### src/rtl/mio_bus_ctrl_if.sv
// -----------------------------------------------------------------------------
// mio_bus_ctrl_if
//   Bundles the CPU-side request signals and the RAM/IO-side signals of the
//   memory/IO bus handshake stage.
//   master : CPU control path plus the RAM/peripheral environment
//            (drives requests, ram_dout, io_rdata, io_ack)
//   slave  : mio_bus_ctrl (drives rdata, mio_ready, bus_err, RAM and IO strobes)
//   Parameter RAM_AW must match the RAM_AW of the attached mio_bus_ctrl.
// -----------------------------------------------------------------------------
interface mio_bus_ctrl_if #(
  parameter int unsigned RAM_AW = 10
) ();
  logic              mem_r;
  logic              mem_w;
  logic              cpu_mio;
  logic [31:0]       addr;
  logic [31:0]       wdata;
  logic [31:0]       rdata;
  logic              mio_ready;
  logic              bus_err;
  logic [RAM_AW-1:0] ram_addr;
  logic              ram_we;
  logic [31:0]       ram_din;
  logic [31:0]       ram_dout;
  logic              io_req;
  logic              io_we;
  logic [31:0]       io_addr;
  logic [31:0]       io_wdata;
  logic [31:0]       io_rdata;
  logic              io_ack;

  modport master (
    output mem_r, mem_w, cpu_mio, addr, wdata, ram_dout, io_rdata, io_ack,
    input  rdata, mio_ready, bus_err, ram_addr, ram_we, ram_din,
           io_req, io_we, io_addr, io_wdata
  );

  modport slave (
    input  mem_r, mem_w, cpu_mio, addr, wdata, ram_dout, io_rdata, io_ack,
    output rdata, mio_ready, bus_err, ram_addr, ram_we, ram_din,
           io_req, io_we, io_addr, io_wdata
  );
endinterface

### src/rtl/mio_bus_ctrl.sv
// -----------------------------------------------------------------------------
// mio_bus_ctrl
//   Memory/IO bus handshake stage between the multicycle CPU control FSM and
//   RAM/peripherals. A request (cpu_mio & (mem_r | mem_w)) accepted in IDLE is
//   decoded to RAM or IO space, the RAM wait states or the IO req/ack handshake
//   are sequenced, then mio_ready pulses for one cycle with rdata latched.
//   Ports:
//     clk    : system clock, rising edge
//     reset  : asynchronous, active-low reset
//     bus    : mio_bus_ctrl_if.slave (CPU request, RAM and IO signals)
//   Parameters: RAM_AW (RAM word-address width), RAM_LAT (1..15 RAM cycles),
//     IO_NIB (addr[31:28] selecting IO space), TMO_CYC (IO ack timeout, 1..256).
//   Optional feature: define MIO_TIMEOUT_EN to abort an IO access after
//     TMO_CYC cycles without io_ack (bus_err set, reads return 32'hDEAD_BEEF).
// -----------------------------------------------------------------------------
module mio_bus_ctrl #(
  parameter int unsigned RAM_AW  = 10,
  parameter int unsigned RAM_LAT = 1,
  parameter logic [3:0]  IO_NIB  = 4'hF,
  parameter int unsigned TMO_CYC = 255
) (
  input logic           clk,
  input logic           reset,
  mio_bus_ctrl_if.slave bus
);
  if (RAM_LAT < 1 || RAM_LAT > 15 || TMO_CYC < 1 || TMO_CYC > 256) begin : g_param_check
    $error("mio_bus_ctrl: RAM_LAT must be 1..15 and TMO_CYC 1..256");
  end

  typedef enum logic [1:0] {IDLE, RAM_WAIT, IO_WAIT, DONE} state_e;

  localparam logic [3:0] CNT_INIT = 4'(RAM_LAT - 1);

  state_e            state_q, state_d;
  logic [3:0]        cnt_q, cnt_d;
  logic              dir_q, dir_d;          // 1 = write
  logic [31:0]       rdata_q, rdata_d;
  logic              mio_ready_q, mio_ready_d;
  logic              bus_err_q, bus_err_d;
  logic [RAM_AW-1:0] ram_addr_q, ram_addr_d;
  logic              ram_we_q, ram_we_d;
  logic [31:0]       ram_din_q, ram_din_d;
  logic              io_req_q, io_req_d;
  logic              io_we_q, io_we_d;
  logic [31:0]       io_addr_q, io_addr_d;
  logic [31:0]       io_wdata_q, io_wdata_d;
`ifdef MIO_TIMEOUT_EN
  localparam logic [7:0] TMO_LAST = 8'(TMO_CYC - 1);
  logic [7:0]        tmo_q, tmo_d;
`endif

  logic req;
  logic bad;

  assign req = bus.cpu_mio & (bus.mem_r | bus.mem_w);
  assign bad = (bus.mem_r & bus.mem_w) | (bus.addr[1:0] != 2'b00);

  always_comb begin
    state_d     = state_q;
    cnt_d       = cnt_q;
    dir_d       = dir_q;
    rdata_d     = rdata_q;
    mio_ready_d = 1'b0;
    bus_err_d   = bus_err_q;
    ram_addr_d  = ram_addr_q;
    ram_we_d    = 1'b0;   // write strobe lives for the first RAM_WAIT cycle only
    ram_din_d   = ram_din_q;
    io_req_d    = io_req_q;
    io_we_d     = io_we_q;
    io_addr_d   = io_addr_q;
    io_wdata_d  = io_wdata_q;
`ifdef MIO_TIMEOUT_EN
    tmo_d       = tmo_q;
`endif
    unique case (state_q)
      IDLE: begin
        if (req) begin
          dir_d = bus.mem_w;
          if (bad) begin
            bus_err_d   = 1'b1;
            mio_ready_d = 1'b1;
            state_d     = DONE;
          end else if (bus.addr[31:28] == IO_NIB) begin
            io_req_d   = 1'b1;
            io_we_d    = bus.mem_w;
            io_addr_d  = bus.addr;
            io_wdata_d = bus.wdata;
`ifdef MIO_TIMEOUT_EN
            tmo_d      = '0;
`endif
            state_d    = IO_WAIT;
          end else begin
            ram_addr_d = bus.addr[RAM_AW+1:2];
            ram_we_d   = bus.mem_w;
            ram_din_d  = bus.wdata;
            cnt_d      = CNT_INIT;
            state_d    = RAM_WAIT;
          end
        end
      end
      RAM_WAIT: begin
        if (cnt_q == 4'd0) begin
          if (!dir_q) rdata_d = bus.ram_dout;
          mio_ready_d = 1'b1;
          state_d     = DONE;
        end else begin
          cnt_d = cnt_q - 4'd1;
        end
      end
      IO_WAIT: begin
        // ack is tested first so that an ack coinciding with expiry wins
        if (bus.io_ack) begin
          io_req_d    = 1'b0;
          io_we_d     = 1'b0;
          if (!dir_q) rdata_d = bus.io_rdata;
          mio_ready_d = 1'b1;
          state_d     = DONE;
        end
`ifdef MIO_TIMEOUT_EN
        else if (tmo_q == TMO_LAST) begin
          io_req_d    = 1'b0;
          io_we_d     = 1'b0;
          bus_err_d   = 1'b1;
          if (!dir_q) rdata_d = 32'hDEAD_BEEF;
          mio_ready_d = 1'b1;
          state_d     = DONE;
        end else begin
          tmo_d = tmo_q + 8'd1;
        end
`endif
      end
      DONE: begin
        state_d = IDLE;
      end
      default: state_d = IDLE;
    endcase
  end

  always_ff @(posedge clk or negedge reset) begin
    if (!reset) begin
      state_q     <= IDLE;
      cnt_q       <= '0;
      dir_q       <= 1'b0;
      rdata_q     <= '0;
      mio_ready_q <= 1'b0;
      bus_err_q   <= 1'b0;
      ram_addr_q  <= '0;
      ram_we_q    <= 1'b0;
      ram_din_q   <= '0;
      io_req_q    <= 1'b0;
      io_we_q     <= 1'b0;
      io_addr_q   <= '0;
      io_wdata_q  <= '0;
`ifdef MIO_TIMEOUT_EN
      tmo_q       <= '0;
`endif
    end else begin
      state_q     <= state_d;
      cnt_q       <= cnt_d;
      dir_q       <= dir_d;
      rdata_q     <= rdata_d;
      mio_ready_q <= mio_ready_d;
      bus_err_q   <= bus_err_d;
      ram_addr_q  <= ram_addr_d;
      ram_we_q    <= ram_we_d;
      ram_din_q   <= ram_din_d;
      io_req_q    <= io_req_d;
      io_we_q     <= io_we_d;
      io_addr_q   <= io_addr_d;
      io_wdata_q  <= io_wdata_d;
`ifdef MIO_TIMEOUT_EN
      tmo_q       <= tmo_d;
`endif
    end
  end

  assign bus.rdata     = rdata_q;
  assign bus.mio_ready = mio_ready_q;
  assign bus.bus_err   = bus_err_q;
  assign bus.ram_addr  = ram_addr_q;
  assign bus.ram_we    = ram_we_q;
  assign bus.ram_din   = ram_din_q;
  assign bus.io_req    = io_req_q;
  assign bus.io_we     = io_we_q;
  assign bus.io_addr   = io_addr_q;
  assign bus.io_wdata  = io_wdata_q;
endmodule

### src/flat_wrapper.sv
// flat-port wrapper written by rule: the top's interface ports become plain ports
module mio_bus_ctrl_flat 
#(
  parameter int unsigned RAM_AW  = 10,
  parameter int unsigned RAM_LAT = 1,
  parameter logic [3:0]  IO_NIB  = 4'hF,
  parameter int unsigned TMO_CYC = 255
)
  (clk, reset, bus_mem_r, bus_mem_w, bus_cpu_mio, bus_addr, bus_wdata, bus_ram_dout, bus_io_rdata, bus_io_ack, bus_rdata, bus_mio_ready, bus_bus_err, bus_ram_addr, bus_ram_we, bus_ram_din, bus_io_req, bus_io_we, bus_io_addr, bus_io_wdata);
  mio_bus_ctrl_if #(.RAM_AW(RAM_AW)) bus_i ();
  input logic clk;
  input logic reset;
  input wire logic [$bits(bus_i.mem_r)-1:0] bus_mem_r;
  input wire logic [$bits(bus_i.mem_w)-1:0] bus_mem_w;
  input wire logic [$bits(bus_i.cpu_mio)-1:0] bus_cpu_mio;
  input wire logic [$bits(bus_i.addr)-1:0] bus_addr;
  input wire logic [$bits(bus_i.wdata)-1:0] bus_wdata;
  input wire logic [$bits(bus_i.ram_dout)-1:0] bus_ram_dout;
  input wire logic [$bits(bus_i.io_rdata)-1:0] bus_io_rdata;
  input wire logic [$bits(bus_i.io_ack)-1:0] bus_io_ack;
  output wire logic [$bits(bus_i.rdata)-1:0] bus_rdata;
  output wire logic [$bits(bus_i.mio_ready)-1:0] bus_mio_ready;
  output wire logic [$bits(bus_i.bus_err)-1:0] bus_bus_err;
  output wire logic [$bits(bus_i.ram_addr)-1:0] bus_ram_addr;
  output wire logic [$bits(bus_i.ram_we)-1:0] bus_ram_we;
  output wire logic [$bits(bus_i.ram_din)-1:0] bus_ram_din;
  output wire logic [$bits(bus_i.io_req)-1:0] bus_io_req;
  output wire logic [$bits(bus_i.io_we)-1:0] bus_io_we;
  output wire logic [$bits(bus_i.io_addr)-1:0] bus_io_addr;
  output wire logic [$bits(bus_i.io_wdata)-1:0] bus_io_wdata;
  assign bus_i.mem_r = bus_mem_r;
  assign bus_i.mem_w = bus_mem_w;
  assign bus_i.cpu_mio = bus_cpu_mio;
  assign bus_i.addr = bus_addr;
  assign bus_i.wdata = bus_wdata;
  assign bus_i.ram_dout = bus_ram_dout;
  assign bus_i.io_rdata = bus_io_rdata;
  assign bus_i.io_ack = bus_io_ack;
  assign bus_rdata = bus_i.rdata;
  assign bus_mio_ready = bus_i.mio_ready;
  assign bus_bus_err = bus_i.bus_err;
  assign bus_ram_addr = bus_i.ram_addr;
  assign bus_ram_we = bus_i.ram_we;
  assign bus_ram_din = bus_i.ram_din;
  assign bus_io_req = bus_i.io_req;
  assign bus_io_we = bus_i.io_we;
  assign bus_io_addr = bus_i.io_addr;
  assign bus_io_wdata = bus_i.io_wdata;
  mio_bus_ctrl #(.RAM_AW(RAM_AW), .RAM_LAT(RAM_LAT), .IO_NIB(IO_NIB), .TMO_CYC(TMO_CYC)) u_core (.clk(clk), .reset(reset), .bus(bus_i));
endmodule
### config.mk
export PLATFORM = sky130hd
export DESIGN_NAME = mio_bus_ctrl_flat
export DESIGN_NICKNAME = d
export VERILOG_FILES = /design/src/rtl/mio_bus_ctrl_if.sv /design/src/rtl/mio_bus_ctrl.sv /design/src/flat_wrapper.sv
export SDC_FILE = /design/constraint.sdc
export NUM_CORES = 1
export LEC_CHECK = 0
export CAP_MARGIN = 5
export CORE_UTILIZATION = 45
export DETAILED_ROUTE_END_ITERATION = 16
export PLACE_DENSITY_LB_ADDON = 0.05
export SLEW_MARGIN = 20
export SYNTH_ARGS = -nofsm -noshare
export SYNTH_HDL_FRONTEND = slang
export SYNTH_SLANG_ARGS = --single-unit
### constraint.sdc
create_clock -name clk -period 3.3 [get_ports clk]
set_input_delay 0.66 -clock clk [delete_from_list [all_inputs] [get_ports clk]]
set_output_delay 0.66 -clock clk [all_outputs]
set_load 0.02 [all_outputs]
### Word-level counts from Yosys, hierarchy flattened

Cells that the tools add are included.

* register bits after elaboration: 150
* input bits: 134
* output and inout bits: 143
* logic and storage cells: 81

* add/sub/neg operators: 1
* eq/ne operators: 13
* muxes and demuxes: 34
* bitwise operators: 6
* reduce and logical (&&, ||, !) cells: 14

Operators with widths (number)
* 32-bit two-way mux: 4
* 32-bit case mux with 2 select lines: 1
* 4-bit two-way mux: 4
* 1-bit two-way mux: 15
* 5-bit AND reduction: 3
* 2-bit inequality test, second input constant: 6
* 2-bit two-way mux: 5
* 2-bit case mux with 4 select lines: 1
* 4-bit case mux with 2 select lines: 1
* 4-bit AND reduction: 2
* 2-bit nonzero test: 4
* 2-bit by 1-bit inequality test with 1-bit output, second input constant: 3
* 3-bit AND reduction: 2
* 2-bit == test, second input constant: 2
* 4-bit == test, second input constant: 1
* 4-bit zero test: 1
* 1-bit case mux with 2 select lines: 2
* 4-bit by 1-bit subtractor with 4-bit output, second input constant: 1
* 1-bit case mux with 3 select lines: 1
* 1-bit AND: 2
* 2-bit by 1-bit == test with 1-bit output, second input constant: 1
* 2-bit zero test: 1
* 1-bit inverter: 2
* 1-bit bitwise OR: 2
* 2-bit AND reduction: 1

### Depth between registers and ports, before layout

Gate-level depths: netlist of run 1.

* word-level depth: 5
* mapped depth: 8
* mapped depth without buffers: 6

### Least setup slack after synthesis of run 1

OpenSTA, ideal clock, no wires.

* kind: register to register
* from: reg u_core.cnt_q[0]
* to: reg u_core.rdata_q[0] (netlist: u_core.bus.rdata[0])
* library setup time: 0.126 ns
* data arrival time: 2.084 ns
* data required time: 3.174 ns
* setup slack: 1.090 ns
* stages on the path, launching flop included: 8
* path buffers: 2
* period minus slack after synthesis: 2.210 ns
* path through: dfrtp_1 > inv_1 > ha_1 > or3b_1 > clkbuf_1 > a2111oi_4 > buf_2 > a21oi_1

* cells in the longest elaborated chain, start to end: 3

RTL lines
* from (decl): RTL line mio_bus_ctrl.sv:35 `logic [3:0] cnt_q, cnt_d;`
* from (signal assigned): RTL line mio_bus_ctrl.sv:159 `cnt_q <= cnt_d;`
* 4-bit zero test: RTL line mio_bus_ctrl.sv:102 `if (cnt_q == 4'd0) begin`
* 2-bit by 1-bit inequality test with 1-bit output (no line)
* 5-bit AND reduction (no line)
* to (signal assigned): RTL line mio_bus_ctrl.sv:161 `rdata_q <= rdata_d;`
* to (decl): RTL line mio_bus_ctrl.sv:37 `logic [31:0] rdata_q, rdata_d;`

Every way passes these cells.
A chain may end at the register's enable or synchronous reset.

### Worst setup path in the final report of run 1

* from: in bus_cpu_mio
* to: reg u_core.io_addr_q[23] (netlist: u_core.bus.io_addr[23])

* cells in the longest elaborated chain, start to end: 2

RTL lines
* from (decl): RTL line flat_wrapper.sv:15 `input wire logic [$bits(bus_i.cpu_mio)-1:0] bus_cpu_mio;`
* 1-bit AND: RTL line mio_bus_ctrl.sv:55 `assign req = bus.cpu_mio & (bus.mem_r | bus.mem_w);`
* 4-bit AND reduction (no line)
* to (signal assigned): RTL line mio_bus_ctrl.sv:169 `io_addr_q <= io_addr_d;`
* to (decl): RTL line mio_bus_ctrl.sv:45 `logic [31:0] io_addr_q, io_addr_d;`

Every way passes these cells.

==> results by group, run 1 <==
Synth
  – YS warnings: 0
  – Top-count cell post-synth: dfrtp_1
  – Most used DFF post-synth: dfrtp_1
  – Yosys cell types: 37
  – EDFF count, synth: 0
  – Sequential area share after synthesis: 60.89%
  – Post-synth top area share: 60.89%
  – Cell taking the most area after synthesis: dfrtp_1
  – Mapped Area: 6165 µm²
  – Net count after synthesis: 595
  – Post-Synthesis Cells: 455
  – Synth area leaders: dfrtp_1 (61%), mux2_2 (18%), mux2i_1 (5.7%)
  – Ys async rst share: 100.0%
  – Syn avg cell area: 13.55 µm²
  – Synth cell count leaders: dfrtp_1 (150), mux2_2 (100), a21oi_1 (35), mux2i_1 (35), nor2_1 (35)
  – Synth Register Bits: 150

Route
  – Met3 wire length: 1.488 mm
  – DR iter-0 viols: 185
  – DRT Pass-1 Iters: 4
  – Drt wl/cell: 17.25 µm
  – DRT met1 WL: 5.892 mm
  – Met2 Wirelength: 8.109 mm
  – Vias per inst: 5.028
  – Top Layer Used: met4
  – Vias: 4626
  – Routed Antenna Nets: 0
  – Post-route DRC: 0
  – Total wire length: 15.87 mm

Cells and area
  – Register area: 3754 µm²
  – P&R area growth vs syn: 57.48%
  – Area of the multi-input gates: 2257 µm²
  – Final Net Count: 872
  – Layout Cells excl Fill: 920
  – Layout cell share with drive strength beyond 1: 18.95%
  – Count of antenna diodes in the layout: 0
  – FILL cells: 919

Global routing
  – Vias in the first global route: 4955
  – First-pass GRT wire length: 24.80 mm
  – Pin count of the biggest net entering global routing: 88
  – Total track usage: 22.97%
  – Initial antenna violation count: 0
  – Grt ovf: 0

Job
  – Max Cap Viol: 0

Clocking
  – H-tree Lvls: 4
  – Clock Path Buffers: 2
  – Clock latency on the worst-skew pair: 420 ps
  – Clk sinks: 150
  – Total CTS buffers: 17
  – Setup Fix Bufs, Post-CTS: 0
  – TritonCTS clock tree: built
  – Root Driver: clkbuf_16
  – Hold_buf cts: 0
  – Worst-path clk slew: 60 ps
  – Resize count post-CTS: 0

STA
  – Setup_tns: 0 ps
  – Min Clock Period, post-route: 2513 ps
  – Relative slew slack: 48.21%
  – Final period util: 76.14%
  – Fmax: 398.0 MHz
  – Setup Viol. Count Final: 0
  – Final hold vios: 0
  – Worst slew pin tran: 776.8 ps
  – RSZ-0062 raised after global routing: no
  – Final slew viol count: 0
  – Setup Skew: 9.998 ps

Power
  – Comb pwr share: 42.0%
  – Internal: 5.291 mW
  – PwrDens: 833.9 nW/µm²
  – Leak pwr: 4.348 nW
  – NetSw: 2.804 mW
  – Worst vdd ir: 0.5735 mV
  – Clock power frac: 24.3%
  – Sequential power share: 33.8%
  – Sw Share: 34.64%

Setup path
  – Startpoint Class: input pin
  – R2R cell count: 7
  – CP Capture Type: register
  – Setup slack, reg-to-reg: 810 ps
  – Worst EP arrival: 2810 ps
  – Worst reg2reg startpoint: u_core.cnt_q[0]
  – Crit path max fanout: 51
  – Req. time, crit path: 3600 ps
  – Crit Path Category: in2reg
  – FF-to-FF End: u_core.bus.rdata[17]

Placement
  – Final HPWL DP: 11.53 mm
  – Inst Count DP: 889
  – IO Port Bufs: 276
  – GPL Wtd Cong: 0.8023

Floorplanning
  – Core area: 13300 µm²
  – DIE WIDTH: 119.0 µm
  – Io pins: 277
  – Die height: 119.0 µm
  – Initial core utilization: 46.37%
  – Total die area: 14170 µm²
  – Cell row count: 42

Run status
  – Status: finished, final reports clean

Hold path
  – Worst min path class: in2async
[worst max path at each step]
stage               cells after the start  slack, ps       startpoint                     end
floorplan                               7       1090  u_core.cnt_q[0]     u_core.bus.rdata[0]
global placement                        6        460      bus_cpu_mio  u_core.bus.io_wdata[8]
detailed placement                      6        420      bus_cpu_mio  u_core.bus.io_addr[18]
CTS                                     7        790  u_core.cnt_q[0]     u_core.bus.rdata[4]
global route                            7        620  u_core.cnt_q[0]     u_core.bus.rdata[9]
finish                                  6        790      bus_cpu_mio  u_core.bus.io_addr[23]
[sequential cells by signal (all words and copies together) (netlist names)]
register              count
u_core.bus.bus_err        1
u_core.bus.io_addr       32
u_core.bus.io_req         1
u_core.bus.io_wdata      32
u_core.bus.io_we          1
u_core.bus.mio_ready      1
u_core.bus.ram_addr      10
u_core.bus.ram_din       32
u_core.bus.ram_we         1
u_core.bus.rdata         32
u_core.cnt_q              4
u_core.dir_q              1
u_core.state_q            2
[logic make-up (layout without fill, tap and decap cells)]
family,Yosys count,count (layout),synth area share [%]
AND/OR/NAND/NOR,73,73,5.541
multiplexers,135,135,23.95
flip-flops,150,150,60.89
AO/OA/AOI/OAI,57,57,5.724
buffers and inverters,33,322,2.537
XOR/XNOR,1,1,0.1421
adder cells (fa/ha/maj),6,6,1.218
[placed cells by master, fill, tap and decap left out, types with 2 or more instances in the layout]
cell / instances
o22ai_1: 4
mux2i_1: 35
clkbuf_8: 2
mux2_2: 100
clkdlybuf4s50_1: 275
nor2_1: 35
clkinv_4: 2
nand2_1: 11
a21oi_1: 35
o21ai_0: 6
nand2b_1: 7
buf_4: 5
and2_1: 2
clkbuf_1: 2
nor3b_1: 2
dfrtp_1: 150
inv_1: 8
clkbuf_16: 17
bufinv_16: 3
ha_1: 5
a221o_1: 3
nand4_1: 3
nand3_1: 5
clkinvlp_4: 2
inv_6: 2
a31oi_1: 2
buf_12: 2
[metal layers]
| layer | global-route usage, % | up-vias |
|---|---|---|
| met3 | 9.962 | 25 |
| li1 | - | 2153 |
| met1 | 24.08 | 2272 |
| met5 | 0 | - |
| met2 | 39.53 | 176 |
| met4 | 10.60 | 0 |
[critical path, stage by stage]
cell and delay [ps]:
clkdlybuf4s50_1 510, nor3b_1 370, and3b_1 360, nand2_2 280, buf_12 310, mux2_2 310
[stage by stage]
| step | setup WS (ps) | hold WS [ps] | cell area, µm² | utilization (%) | power (mW) |
|---|---|---|---|---|---|
| floorplan | 1090 | 364.4 | 6165 | - | 4.635 |
| global placement | 464.3 | 452.7 | 9102 | 68.46 | 6.057 |
| finish | 787.4 | 288.8 | 9708 | 73.02 | 8.096 |
| global route | 616.4 | 350.7 | 9708 | 73.02 | 8.518 |
| detailed placement | 422.4 | 454.1 | 9102 | 68.46 | 6.172 |
| CTS | 791.3 | 321.5 | 9708 | 73.02 | 8.177 |
[power by group through the flow]
stage / Combinational (mW) / Clock (mW) / Sequential (mW)
detailed placement: 3.42 / 0 / 2.75
CTS: 3.44 / 2.00 / 2.73
floorplan: 1.29 / 0 / 3.35
finish: 3.40 / 1.96 / 2.73
global placement: 3.34 / 0 / 2.72
global route: 3.63 / 2.08 / 2.80
[layout make-up]
cell class,count,share of cell area [%]
Clock inverter,10,1.495
Clock buffer,21,4.743
Inverter,8,0.3093
Sequential cell,150,38.66
Timing Repair Buffer,283,29.27
Multi-Input combinational cell,272,23.25
Tap cell,176,2.268
Note: power is estimated with default switching activity, not from simulation.
==> run 2, diff against run 1 <==
--- a/config.mk
+++ b/config.mk
@@ -6,7 +6,7 @@
 export NUM_CORES = 1
 export LEC_CHECK = 0
 export CAP_MARGIN = 5
-export CORE_UTILIZATION = 45
+export CORE_UTILIZATION = 42
 export DETAILED_ROUTE_END_ITERATION = 16
 export PLACE_DENSITY_LB_ADDON = 0.05
 export SLEW_MARGIN = 20
==> constraint.sdc (replaced) <==
create_clock -name clk -period 2.6 [get_ports clk]
set_input_delay 0.52 -clock clk [delete_from_list [all_inputs] [get_ports clk]]
set_output_delay 0.52 -clock clk [all_outputs]
set_load 0.02 [all_outputs]
==> run 2 against run 1 <==
Effect of this change:
- cell area increased by 1.5%
- flip-flop and latch count unchanged
- routed wire length increased by 0.48%
- largest cell class unchanged
- highest routed layer unchanged
==> results by group, run 2 (synthesis results as in run 1) <==
Floorplanning
  – Total die area: 15170 µm² (+7.0%)
  – Cell row count: 43 (+2.4%)
  – Io pins: 277 (unchanged)
  – DIE WIDTH: 123.2 µm (+3.4%)
  – Die height: 123.2 µm (+3.4%)
  – Core area: 14100 µm² (+6.0%)
  – Initial core utilization: 43.73% (-2.6 points)

Global routing
  – Grt ovf: 0 (unchanged)
  – Global-route met2 utilization: 36.14% (-3.4 points)
  – GR Util met1: 24.09% (about the same)
  – Pin count of the biggest net entering global routing: 69 (-22%)
  – Global route hottest layer: met2
  – Vias in the first global route: 4849 (-2.1%)
  – Total track usage: 21.66% (-1.3 points)
  – Global routing usage on met3: 8.948% (-1.0 points)
  – First-pass GRT wire length: 24.56 mm (-0.97%)
  – Initial antenna violation count: 0 (unchanged)

Clocking
  – Setup Fix Bufs, Post-CTS: 0 (unchanged)
  – Clock latency on the worst-skew pair: 420 ps (about the same)
  – Clk sinks: 150 (unchanged)
  – Worst-path clk slew: 60 ps (about the same)
  – Root Driver: clkbuf_16
  – Total CTS buffers: 17 (unchanged)
  – H-tree Lvls: 4 (unchanged)
  – TritonCTS clock tree: built
  – Clock Path Buffers: 2 (unchanged)
  – Hold_buf cts: 0 (unchanged)
  – Resize count post-CTS: 0 (unchanged)

Setup path
  – Req. time, crit path: 2930 ps (-670 ps)
  – FF-to-FF End: u_core.bus.rdata[12]
  – Crit path max-delay family: compound AO/OA/AOI/OAI gates
  – Setup slack, reg-to-reg: 310 ps (-500 ps)
  – Max stage delay on crit path: 480 ps (-30 ps)
  – Slowest cell on the critical path: or3b_1
  – CP Capture Type: register
  – Critical path buffers and inverters: 2 (unchanged)
  – Worst reg2reg startpoint: u_core.cnt_q[0]
  – Worst EP arrival: 2620 ps (-190 ps)
  – Cell breakdown of the critical path: inv_1, ha_1, or3b_1, a2111oi_4, buf_12, nor2_1, a21oi_1
  – Crit Path Category: reg2reg
  – Startpoint Class: register
  – R2R cell count: 7 (unchanged)
  – Crit path max fanout: 64 (+25%)

Cells and area
  – Count of antenna diodes in the layout: 0 (unchanged)
  – Layout cell share with drive strength beyond 1: 19.76% (+0.81 points)
  – Commonest non-fill, non-tap cell in the layout: clkdlybuf4s50_1
  – Layout Cells excl Fill: 929 (+0.98%)
  – Commonest cells after routing, fill and taps aside: clkdlybuf4s50_1 (275), dfrtp_1 (150), mux2_2 (100)
  – Final Net Count: 877 (+0.57%)
  – Area of the multi-input gates: 2257 µm² (unchanged)
  – Register area: 3754 µm² (unchanged)
  – P&R area growth vs syn: 59.91%
  – FILL cells: 1060 (+15%)

STA
  – Final period util: 88.17%
  – Fmax: 436.2 MHz
  – Setup_tns: 0 ps (unchanged)
  – Min Clock Period, post-route: 2293 ps
  – Relative slew slack: 56.32% (+8.1 points)
  – Worst slew pin tran: 653.8 ps (-123.0 ps)
  – Final slew viol count: 0 (unchanged)
  – RSZ-0062 raised after global routing: no
  – Setup Skew: 4.670 ps (-5.328 ps)
  – Final Worst Setup Slack: 307.5 ps (-479.9 ps)
  – Final hold vios: 0 (unchanged)
  – Setup Viol. Count Final: 0 (unchanged)

Power
  – Comb pwr share: 41.7% (-0.3 points)
  – NetSw: 3.552 mW (+27%)
  – PwrDens: 1064 nW/µm² (+28%)
  – Worst vdd ir: 0.6378 mV (+11%)
  – Sequential power share: 32.9% (-0.9 points)
  – Sw Share: 33.86% (-0.78 points)
  – Leak pwr: 4.428 nW (+1.9%)
  – Internal: 6.939 mW (+31%)
  – Clock power frac: 25.3% (+1.0 points)

Placement
  – Pre-CTS setup slack: 247.4 ps (-175.0 ps)
  – IO Port Bufs: 276 (unchanged)
  – Inst Count DP: 898 (+1.0%)
  – GPL Wtd Cong: 0.7794 (-2.9%)
  – Final HPWL DP: 11.60 mm (+0.59%)

Route
  – Total wire length: 15.95 mm (+0.48%)
  – Drt wl/cell: 17.17 µm (-0.49%)
  – Vias per inst: 4.954 (-1.5%)
  – Vias: 4602 (-0.52%)
  – Routed Antenna Nets: 0 (unchanged)
  – DR iter-0 viols: 136 (-26%)
  – Post-route DRC: 0 (unchanged)
  – DRT Pass-1 Iters: 4 (unchanged)

Hold path
  – Worst min path class: in2async

Job
  – Max Cap Viol: 0 (unchanged)

Run status
  – Status: finished, final reports clean
[run 2: final cells by class]
| type | count | area share (%) |
|---|---|---|
| sequential | 150 | 38.08 |
| timing repair buffer | 288 | 29.84 |
| multi-input combinational | 272 | 22.90 |
| clock buffer | 23 | 5.153 |
| tap | 180 | 2.285 |
| clock inverter | 8 | 1.447 |
| inverter | 8 | 0.3046 |
[run 2: worst max path at each step]
stage / endpoint / from / slack (ps) / cells after the start
global route: u_core.bus.rdata[16] / u_core.cnt_q[0] / 170 / 7
detailed placement: u_core.bus.io_addr[20] / bus_cpu_mio / 250 / 6
finish: u_core.bus.rdata[12] / u_core.cnt_q[0] / 310 / 7
CTS: u_core.bus.rdata[12] / u_core.cnt_q[0] / 320 / 7
global placement: u_core.bus.io_wdata[14] / bus_cpu_mio / 270 / 6
floorplan: u_core.bus.rdata[0] / u_core.cnt_q[0] / 390 / 7
[run 2: through the flow]
| step | total power, mW | util [%] | hold slack (ps) | area (µm²) |
|---|---|---|---|---|
| finish | 10.49 | 69.94 | 110.7 | 9858 |
| global route | 11.05 | 69.94 | 153.2 | 9858 |
| CTS | 10.58 | 69.94 | 120.2 | 9858 |
| detailed placement | 7.885 | 65.32 | 456.3 | 9208 |
| global placement | 7.727 | 65.32 | 451.0 | 9208 |
| floorplan | 5.882 | - | 224.4 | 6165 |
[run 2: power groups by stage]
| stage | Combinational, mW | Clock [mW] | Sequential, mW |
|---|---|---|---|
| after floorplan | 1.63 | 0 | 4.25 |
| after global placement | 4.29 | 0 | 3.44 |
| after detailed placement | 4.40 | 0 | 3.48 |
| after CTS | 4.42 | 2.70 | 3.46 |
| after global routing | 4.70 | 2.81 | 3.54 |
| final | 4.38 | 2.66 | 3.46 |
[run 2: worst register-to-register path, stage by stage (launching register included)]
cell and delay, ps:
dfrtp_1 440, inv_1 130, ha_1 180, or3b_1 480, a2111oi_4 450, buf_12 300, nor2_1 90, a21oi_1 150
[run 2: layer usage]
layer,share of wire [%],wire (µm),vias to the layer above
met1,38,6012,2224
met5,0,0,-
met4,2.8,440,0
li1,-,-,2163
met2,50,7952,186
met3,9.7,1541,29
==> run 3, diff against run 2 <==
--- a/config.mk
+++ b/config.mk
@@ -5,6 +5,7 @@
 export SDC_FILE = /design/constraint.sdc
 export NUM_CORES = 1
 export LEC_CHECK = 0
+export ABC_CLOCK_PERIOD_IN_PS = 2600
 export CAP_MARGIN = 5
 export CORE_UTILIZATION = 42
 export DETAILED_ROUTE_END_ITERATION = 16
==> results of run 3 <==
Final layout, timing and power as in run 2 (identical DEF).
